<file path="config.mk">
export PLATFORM = sky130hd
export DESIGN_NAME = mem_port_arbiter_flat
export DESIGN_NICKNAME = d
export VERILOG_FILES = /design/src/rtl/mem_port_arbiter_pkg.sv /design/src/rtl/mem_port_arbiter_if.sv /design/src/rtl/mem_port_arbiter_resp_pipe.sv /design/src/rtl/mem_port_arbiter.sv /design/src/flat_wrapper.sv
export SDC_FILE = /design/constraint.sdc
export NUM_CORES = 1
export LEC_CHECK = 0
export ABC_CLOCK_PERIOD_IN_PS = 5800
export CORE_AREA = 2 2 106 108
export CTS_CLUSTER_DIAMETER = 40
export DETAILED_ROUTE_END_ITERATION = 8
export DIE_AREA = 0 0 108 110
export GPL_ROUTABILITY_DRIVEN = 0
export PLACE_DENSITY = 0.53
export SYNTH_ARGS = -nofsm -noshare
export SYNTH_HDL_FRONTEND = slang
export SYNTH_SLANG_ARGS = --single-unit
</file>
<file path="constraint.sdc">
create_clock -name clk -period 5.8 [get_ports clk]
set_input_delay 1.45 -clock clk [delete_from_list [all_inputs] [get_ports clk]]
set_output_delay 1.45 -clock clk [all_outputs]
set_load 0.02 [all_outputs]
</file>
<file path="src/rtl/mem_port_arbiter_pkg.sv">
// Shared types for the unified-memory arbiter: response ownership and
// the per-stage record carried by the response pipe.
package mem_arb_pkg;

    typedef enum logic {
        OWN_IF = 1'b0,
        OWN_LS = 1'b1
    } owner_e;

    typedef struct packed {
        logic   vld;
        owner_e owner;
        logic   is_read;
    } resp_slot_t;

    localparam resp_slot_t SLOT_EMPTY = '{vld: 1'b0, owner: OWN_IF, is_read: 1'b0};

    // A slot produces read data only for the requester that issued it.
    function automatic logic slot_hits(resp_slot_t s, owner_e o);
        return s.vld && s.is_read && (s.owner == o);
    endfunction

endpackage

</file>
<file path="src/rtl/mem_port_arbiter_if.sv">
// Bundles the IF, LS and memory-side signals of the arbiter.
// slave = arbiter view; master = requesters plus memory macro view.
interface mem_port_arbiter_if #(
    parameter int ADDR_W = 32,
    parameter int DATA_W = 32
);
    localparam int BE_W = DATA_W / 8;

    // Handshake: req acts as valid, gnt as same-cycle ready. A transfer
    // happens in a cycle where req && gnt; until then the requester keeps
    // req high and every request field stable. Read data comes back later
    // as a one-cycle rvalid pulse and is never back-pressured.
    logic              if_req;
    logic [ADDR_W-1:0] if_addr;
    logic              if_gnt;
    logic              if_rvalid;
    logic [DATA_W-1:0] if_rdata;

    logic              ls_req;
    logic              ls_we;
    logic [BE_W-1:0]   ls_be;
    logic [ADDR_W-1:0] ls_addr;
    logic [DATA_W-1:0] ls_wdata;
    logic              ls_gnt;
    logic              ls_rvalid;
    logic [DATA_W-1:0] ls_rdata;

    logic              mem_req;
    logic              mem_we;
    logic [BE_W-1:0]   mem_be;
    logic [ADDR_W-1:0] mem_addr;
    logic [DATA_W-1:0] mem_wdata;
    logic [DATA_W-1:0] mem_rdata;

    modport slave (
        input  if_req, if_addr,
        input  ls_req, ls_we, ls_be, ls_addr, ls_wdata,
        input  mem_rdata,
        output if_gnt, if_rvalid, if_rdata,
        output ls_gnt, ls_rvalid, ls_rdata,
        output mem_req, mem_we, mem_be, mem_addr, mem_wdata
    );

    modport master (
        output if_req, if_addr,
        output ls_req, ls_we, ls_be, ls_addr, ls_wdata,
        output mem_rdata,
        input  if_gnt, if_rvalid, if_rdata,
        input  ls_gnt, ls_rvalid, ls_rdata,
        input  mem_req, mem_we, mem_be, mem_addr, mem_wdata
    );

endinterface

</file>
<file path="src/rtl/mem_port_arbiter_resp_pipe.sv">
// Fixed-depth shift register of response slots; its tail lines up with
// the memory's read data DEPTH cycles after the access was issued.
module mem_resp_pipe
    import mem_arb_pkg::*;
#(
    parameter int DEPTH = 1
) (
    input  logic       clk,
    input  logic       rst,
    input  resp_slot_t slot_in,
    output resp_slot_t slot_out
);

    resp_slot_t stages [DEPTH];

    always_ff @(posedge clk) begin
        if (rst) begin
            for (int i = 0; i < DEPTH; i++) begin
                stages[i] <= SLOT_EMPTY;
            end
        end else begin
            stages[0] <= slot_in;
            for (int i = 1; i < DEPTH; i++) begin
                stages[i] <= stages[i-1];
            end
        end
    end

    assign slot_out = stages[DEPTH-1];

endmodule

</file>
<file path="src/rtl/mem_port_arbiter.sv">
// Shares one single-ported memory between instruction fetch and the
// load/store unit: LS priority, IF starvation guard, read-data routing.
module mem_port_arbiter
    import mem_arb_pkg::*;
#(
    parameter int ADDR_W     = 32,
    parameter int DATA_W     = 32,
    parameter int MEM_LAT    = 1,
    parameter int STARVE_MAX = 4
) (
    input logic               clk,
    input logic               rst,
    mem_port_arbiter_if.slave bus
);

    localparam int BE_W  = DATA_W / 8;
    localparam int CNT_W = $clog2(STARVE_MAX + 1);
    localparam logic [CNT_W-1:0] CNT_MAX = CNT_W'(STARVE_MAX);

    logic [CNT_W-1:0]  starve_cnt;
    logic              if_win;
    logic              ls_win;
    logic              req_mux;
    logic              we_mux;
    logic [BE_W-1:0]   be_mux;
    logic [ADDR_W-1:0] addr_mux;
    logic [DATA_W-1:0] wdata_mux;
    resp_slot_t        slot_in;
    resp_slot_t        slot_tail;
    logic              if_hit;
    logic              ls_hit;

    // LS wins a collision unless IF has already lost STARVE_MAX in a row.
    always_comb begin
        if_win = 1'b0;
        ls_win = 1'b0;
        if (!rst) begin
            if (bus.ls_req && !(bus.if_req && starve_cnt == CNT_MAX)) begin
                ls_win = 1'b1;
            end else if (bus.if_req) begin
                if_win = 1'b1;
            end
        end
    end

    always_ff @(posedge clk) begin
        if (rst) begin
            starve_cnt <= '0;
        end else if (!bus.if_req || if_win) begin
            starve_cnt <= '0;
        end else if (ls_win && starve_cnt != CNT_MAX) begin
            starve_cnt <= starve_cnt + 1'b1;
        end
    end

    always_comb begin
        req_mux   = 1'b0;
        we_mux    = 1'b0;
        be_mux    = '0;
        addr_mux  = '0;
        wdata_mux = '0;
        if (ls_win) begin
            req_mux   = 1'b1;
            we_mux    = bus.ls_we;
            be_mux    = bus.ls_we ? bus.ls_be : '1;
            addr_mux  = bus.ls_addr;
            wdata_mux = bus.ls_wdata;
        end else if (if_win) begin
            req_mux  = 1'b1;
            be_mux   = '1;
            addr_mux = bus.if_addr;
        end
    end

    assign bus.if_gnt    = if_win;
    assign bus.ls_gnt    = ls_win;
    assign bus.mem_req   = req_mux;
    assign bus.mem_we    = we_mux;
    assign bus.mem_be    = be_mux;
    assign bus.mem_addr  = addr_mux;
    assign bus.mem_wdata = wdata_mux;

    always_comb begin
        slot_in         = SLOT_EMPTY;
        slot_in.vld     = if_win | ls_win;
        slot_in.owner   = ls_win ? OWN_LS : OWN_IF;
        slot_in.is_read = if_win | (ls_win & ~bus.ls_we);
    end

    mem_resp_pipe #(
        .DEPTH (MEM_LAT)
    ) u_resp_pipe (
        .clk      (clk),
        .rst      (rst),
        .slot_in  (slot_in),
        .slot_out (slot_tail)
    );

    // Gating with rst keeps a read that would land in the reset cycle silent.
    assign if_hit = !rst && slot_hits(slot_tail, OWN_IF);
    assign ls_hit = !rst && slot_hits(slot_tail, OWN_LS);

    assign bus.if_rvalid = if_hit;
    assign bus.if_rdata  = if_hit ? bus.mem_rdata : '0;
    assign bus.ls_rvalid = ls_hit;
    assign bus.ls_rdata  = ls_hit ? bus.mem_rdata : '0;

    if_req_held : assert property (@(posedge clk) disable iff (rst)
        (bus.if_req && !bus.if_gnt) |=> bus.if_req);
    ls_req_held : assert property (@(posedge clk) disable iff (rst)
        (bus.ls_req && !bus.ls_gnt) |=> bus.ls_req);

endmodule

</file>
<file path="src/flat_wrapper.sv">
// flat-port wrapper written by rule: the top's interface ports become plain ports
module mem_port_arbiter_flat import mem_arb_pkg::*;
#(
    parameter int ADDR_W     = 32,
    parameter int DATA_W     = 32,
    parameter int MEM_LAT    = 1,
    parameter int STARVE_MAX = 4
)
  (clk, rst, bus_if_req, bus_if_addr, bus_ls_req, bus_ls_we, bus_ls_be, bus_ls_addr, bus_ls_wdata, bus_mem_rdata, bus_if_gnt, bus_if_rvalid, bus_if_rdata, bus_ls_gnt, bus_ls_rvalid, bus_ls_rdata, bus_mem_req, bus_mem_we, bus_mem_be, bus_mem_addr, bus_mem_wdata);
  mem_port_arbiter_if #(.ADDR_W(ADDR_W), .DATA_W(DATA_W)) bus_i ();
  input logic clk;
  input logic rst;
  input wire logic [$bits(bus_i.if_req)-1:0] bus_if_req;
  input wire logic [$bits(bus_i.if_addr)-1:0] bus_if_addr;
  input wire logic [$bits(bus_i.ls_req)-1:0] bus_ls_req;
  input wire logic [$bits(bus_i.ls_we)-1:0] bus_ls_we;
  input wire logic [$bits(bus_i.ls_be)-1:0] bus_ls_be;
  input wire logic [$bits(bus_i.ls_addr)-1:0] bus_ls_addr;
  input wire logic [$bits(bus_i.ls_wdata)-1:0] bus_ls_wdata;
  input wire logic [$bits(bus_i.mem_rdata)-1:0] bus_mem_rdata;
  output wire logic [$bits(bus_i.if_gnt)-1:0] bus_if_gnt;
  output wire logic [$bits(bus_i.if_rvalid)-1:0] bus_if_rvalid;
  output wire logic [$bits(bus_i.if_rdata)-1:0] bus_if_rdata;
  output wire logic [$bits(bus_i.ls_gnt)-1:0] bus_ls_gnt;
  output wire logic [$bits(bus_i.ls_rvalid)-1:0] bus_ls_rvalid;
  output wire logic [$bits(bus_i.ls_rdata)-1:0] bus_ls_rdata;
  output wire logic [$bits(bus_i.mem_req)-1:0] bus_mem_req;
  output wire logic [$bits(bus_i.mem_we)-1:0] bus_mem_we;
  output wire logic [$bits(bus_i.mem_be)-1:0] bus_mem_be;
  output wire logic [$bits(bus_i.mem_addr)-1:0] bus_mem_addr;
  output wire logic [$bits(bus_i.mem_wdata)-1:0] bus_mem_wdata;
  assign bus_i.if_req = bus_if_req;
  assign bus_i.if_addr = bus_if_addr;
  assign bus_i.ls_req = bus_ls_req;
  assign bus_i.ls_we = bus_ls_we;
  assign bus_i.ls_be = bus_ls_be;
  assign bus_i.ls_addr = bus_ls_addr;
  assign bus_i.ls_wdata = bus_ls_wdata;
  assign bus_i.mem_rdata = bus_mem_rdata;
  assign bus_if_gnt = bus_i.if_gnt;
  assign bus_if_rvalid = bus_i.if_rvalid;
  assign bus_if_rdata = bus_i.if_rdata;
  assign bus_ls_gnt = bus_i.ls_gnt;
  assign bus_ls_rvalid = bus_i.ls_rvalid;
  assign bus_ls_rdata = bus_i.ls_rdata;
  assign bus_mem_req = bus_i.mem_req;
  assign bus_mem_we = bus_i.mem_we;
  assign bus_mem_be = bus_i.mem_be;
  assign bus_mem_addr = bus_i.mem_addr;
  assign bus_mem_wdata = bus_i.mem_wdata;
  mem_port_arbiter #(.ADDR_W(ADDR_W), .DATA_W(DATA_W), .MEM_LAT(MEM_LAT), .STARVE_MAX(STARVE_MAX)) u_core (.clk(clk), .rst(rst), .bus(bus_i));
endmodule
</file>
# == Word level (Yosys, flattened, before mapping) ==
# Memories as Yosys holds them, arrays and structs flattened.
# Cells that the tools add are included.
# totals
register_bits,3
wordCells,46
memories,1
mem_bits_rw,3
input_bits,137
out_inout_bits,138
# classes
addsub,1
reduce_logical,14
n_eq_ne,2
muxes,22
bitwise_logic,5
# mem_list
name,depth,word_bits,rd,rd_ports_with_merged_regs,wr,line_no,text
u_core.u_resp_pipe.stages,1,3,1,0,1,mem_port_arbiter_resp_pipe.sv:14,resp_slot_t stages [DEPTH];
# op_table
op,count
two-way mux 32 bit,5
two-way mux 1 bit,13
two-way mux 4 bit,3
logical AND 1 bit,8
"adder 3 x 1 -> 3 bit, second input constant",1
"== test 3 bit, second input constant",1
logical NOT 1 bit,3
two-way mux 3 bit,1
"!= test 3 bit, second input constant",1
OR reduction 3 bit,1
inverter 1 bit,2
OR 1 bit,2
OR reduction 2 bit,1
bitwise AND 1 bit,1
logical OR 1 bit,1

# == Depth between registers and ports, before layout ==
# logic_depth
ltp_word,9
ltp_mapped,6
ltp_nobuf,5

# == By module ==
# A second synthesis with hierarchy kept.
# hier_totals
hier_cells,269
area_unflattened_um2,1870.5
# modules_own_cells
mod,n_inst,area_each_um2,seq_area_each_um2,cells_per_inst
mem_port_arbiter,1,1791.7,60.1,263
mem_resp_pipe,1,78.8,60.1,6

# == Worst setup path after synthesis ==
# Ideal clock, no wire load.
# synth_timing
path_type,input to output
startpoint,in rst
endpoint,out bus_ls_rdata[22]
arrival_time_ns,2.479
slack_ns,1.871
stages,3
required_time_ns,4.350
path_buffers,1
path_cell_list,nor3b_1 clkbuf_1 and2_1
# synth_between
elab_chain_cells,3
# synth_rtl
item,line_no,text
"start, declared",flat_wrapper.sv:12,input logic rst;
logical NOT 1 bit,mem_port_arbiter.sv:101,"assign ls_hit = !rst && slot_hits(slot_tail, OWN_LS);"
logical AND 1 bit,mem_port_arbiter.sv:101,
named net bus_ls_rvalid,flat_wrapper.sv:25,output wire logic [$bits(bus_i.ls_rvalid)-1:0] bus_ls_rvalid;
two-way mux 32 bit,mem_port_arbiter.sv:106,assign bus.ls_rdata = ls_hit ? bus.mem_rdata : '0;
"end, declared",flat_wrapper.sv:26,output wire logic [$bits(bus_i.ls_rdata)-1:0] bus_ls_rdata;
# The timed path passes the listed nets, and every way through them passes these cells.

# == Worst setup path in the final report ==
# layout_timing
startpoint,in bus_ls_req
endpoint,out bus_mem_addr[23]
# layout_between
elab_chain_cells,5
word_cells_on_any_way,7
classes_between,mux (6); reduce/logical (1)
# layout_rtl
item,line_no,text
"start, declared",flat_wrapper.sv:15,input wire logic [$bits(bus_i.ls_req)-1:0] bus_ls_req;
logical AND 1 bit *,mem_port_arbiter.sv:38,if (bus.ls_req && !(bus.if_req && starve_cnt == CNT_MAX)) begin
two-way mux 1 bit,mem_port_arbiter.sv:38,
two-way mux 1 bit,mem_port_arbiter.sv:37,if (!rst) begin
two-way mux 32 bit,mem_port_arbiter.sv:68,end else if (if_win) begin
two-way mux 32 bit *,mem_port_arbiter.sv:62,if (ls_win) begin
"end, declared",flat_wrapper.sv:30,output wire logic [$bits(bus_i.mem_addr)-1:0] bus_mem_addr;
# Mark *: on every way between the ends. The rest lies on a longest branch, timed or not.

==> results.yml <==
grt:
  grt_pass1_vias: 2182
  antenna_found_initial: 0
  grt_overflow: 0
  track_usage: 0.121
  grt_pass1_wl_um: 11400
  grt_max_degree: 74
cells_and_area:
  final-seq-area_um2: 120
  antennaDiodeCount: 0
  nFillCells: 1084
  nets: 589
  syn_to_final_growth_pct: 227
  drive_gt1_frac: 0.0313
  post-route-util: 0.398
  finalNonFillerCells: 588
  multi_input_area_mm2: 0.00111
worst_hold_path:
  hold_class: "reg2reg"
clock_tree:
  root_buffer: "clkbuf_8"
  cts_buffers: 3
  h-tree-depth: 1
  cts_hold_buf: 0
  cts_tree: "built"
  cts_resized: 0
  post-cts-setup-buffers: 0
  clkSinkCount: 6
  clk_pin_slew_worst_paths_ps: 40
  clockBufferDepth: 2
  insertion_delay_ps: 220
yosys:
  synthCells: 183
  yosys_warnings: 0
  seq_area_frac_synth: 0.0922
  yosysTopAreaCellShare: 0.466
  synthTopCellsByArea: "and2_1, a22o_1, dfxtp_1"
  synth.avg_cell_area_um2: 7.12
  netlist_area_mm2: 0.00130
  syn_nets: 322
  ys_types: 20
  yosys_register_bits: 6
  synth_top_area_cell: "and2_1"
worst_setup_path:
  critPathBufInv: 4
  end_kind: "output port"
  crit_top_cell: "clkdlybuf4s50_1"
  worst_ep_required_time_ps: 4350
  critPathSlowestCell: "clkdlybuf4s50_1"
  crit_path_cell_trace: "clkdlybuf4s50_1 > inv_1 > a311oi_4 > buf_12 > a22o_1 > clkdlybuf4s50_1"
  cp_data_arrival_time_ps: 3600
  cp_max_fo: 73
  start_kind: "primary input"
  critPathMaxStageDelay_ps: 670
  path_class: "in2out"
  critPathTopFamily: "buffers and inverters"
place:
  pre_cts_slack_ps: 733
  dp_hpwl_um: 7040
  dp_cells: 585
  port_buffers: 274
detailed_routing:
  drt_first_pass_iters: 6
  drt-initial-drc-count: 79
  viasPerCell: 4.01
  drcViolationCount: 0
  wl_per_cell_um: 13.9
  via_count: 2357
  drt_wl_total_um: 8150
  ant_nets: 0
job:
  cap_violations: 0
power_and_ir_drop:
  total_leakage_power_nw: 1.64
  ir_drop_uv: 54.1
  power_density_mw_per_mm2: 81.3
sta:
  fin_crit_ps: 5050
  fin_hold_ws_ps: 456
  max_clock_freq_ghz: 0.198
  finalWorstSetupSlack_ps: 750
  slew_violations: 0
  timing.setup.tns_ps: 0
  setup_viol_count_final: 0
  rsz0062_at_grt: "false"
  finalHoldViolations: 0
  fin_crit_sh: 0.871
  slew-limit-headroom: 0.789
  fin_worst_skew_ps: 4.10
  tightest_slew_ps: 315
outcome:
  status: "finished, final reports clean"
die:
  io_pins: 275
  rows: 38
  fp.dieW_um: 108
  die_area_mm2: 0.0119
  initial_core_util: 0.122
  die_h_um: 110
  coreArea_mm2: 0.0107
-- layout by cell type (no fill, tap or decap) --
master	netlist	routed
buf_12	0	1
clkbuf_8	0	3
a22o_1	32	32
mux2i_1	1	1
nor3_2	0	1
a21o_1	5	5
a311oi_1	1	1
nand2_1	3	3
ha_1	2	2
nor2b_1	1	1
inv_1	4	4
clkdlybuf4s50_1	0	274
nor3b_1	2	1
and4_1	1	1
nand2b_1	4	4
nor3b_2	0	1
nor2_1	2	2
a21boi_4	0	1
dfxtp_1	6	6
buf_4	0	4
and2_1	97	97
or2_2	2	2
a311oi_4	1	1
-- cell type report --
type	instances	area share
tap	140	0.0411
clock buffer	3	0.00969
multi-input combinational	156	0.262
timing repair buffer	279	0.656
sequential	6	0.0282
inverter	4	0.00353
-- synthesized netlist by cell type --
library cell	count
a21boi_1	1
a21o_1	5
a22o_1	32
a311oi_1	1
a311oi_4	1
and2_1	97
and4_1	1
buf_2	8
clkbuf_1	9
dfxtp_1	6
ha_1	2
inv_1	4
mux2i_1	1
nand2_1	3
nand2b_1	4
nor2_1	2
nor2b_1	1
nor3_1	1
nor3b_1	2
or2_2	2
-- metal layers --
layer / wire length, µm / GRT usage / vias up
met5: 0 / 0 / -
met4: 73 / 0.0211 / 0
met3: 1150 / 0.0470 / 6
met2: 4420 / 0.256 / 172
met1: 2500 / 0.108 / 1030
li1: - / - / 1149
-- path summary, 6_finish.rpt --
kind,from,cells after the start,slack [ps],to
setup / recovery,bus_ls_req,6,750,bus_mem_addr[23]
hold reg to reg,u_core.starve_cnt[0],1,460,u_core.starve_cnt[0]
hold / removal,u_core.starve_cnt[0],1,460,u_core.starve_cnt[0]
setup reg to reg,u_core.starve_cnt[0],6,4260,u_core.u_resp_pipe.stages[0][2]
-- registers in the layout, summed over array words and instances, names as in the netlist --
signal,count
u_core.starve_cnt,3
u_core.u_resp_pipe.stages,3
-- worst reg2reg max path: stages, from the launching register on --
cell,delay [ps]
dfxtp_1,340
inv_1,50
ha_1,250
nand2_1,170
a21boi_4,80
buf_4,210
or2_2,300
-- cell families (layout without fill, tap and decap cells) --
| family | count (synthesis) | after routing | share of synthesized area |
|---|---|---|---|
| muxes | 1 | 1 | 0.00769 |
| adders and majority gates | 2 | 2 | 0.0192 |
| and+or+nand+nor | 113 | 113 | 0.536 |
| DFF | 6 | 6 | 0.0922 |
| buffers and inverters | 21 | 286 | 0.0682 |
| AOI/OAI and AO/OA | 40 | 40 | 0.277 |
-- report_power, final --
part | internal [mW] | switching (mW)
Sequential | 0.0433 | 0.000688
Clock | 0.0446 | 0.0180
Combinational | 0.151 | 0.0890
Total | 0.238 | 0.108
-- stage by stage --
| stage | area, µm² | power, mW |
|---|---|---|
| floorplan | 1300 | 0.123 |
| global placement | 4220 | 0.286 |
| detailed placement | 4220 | 0.286 |
| CTS | 4260 | 0.350 |
| global route | 4260 | 0.364 |
| finish | 4260 | 0.346 |
No activity file was read; power rests on OpenSTA's default activity.
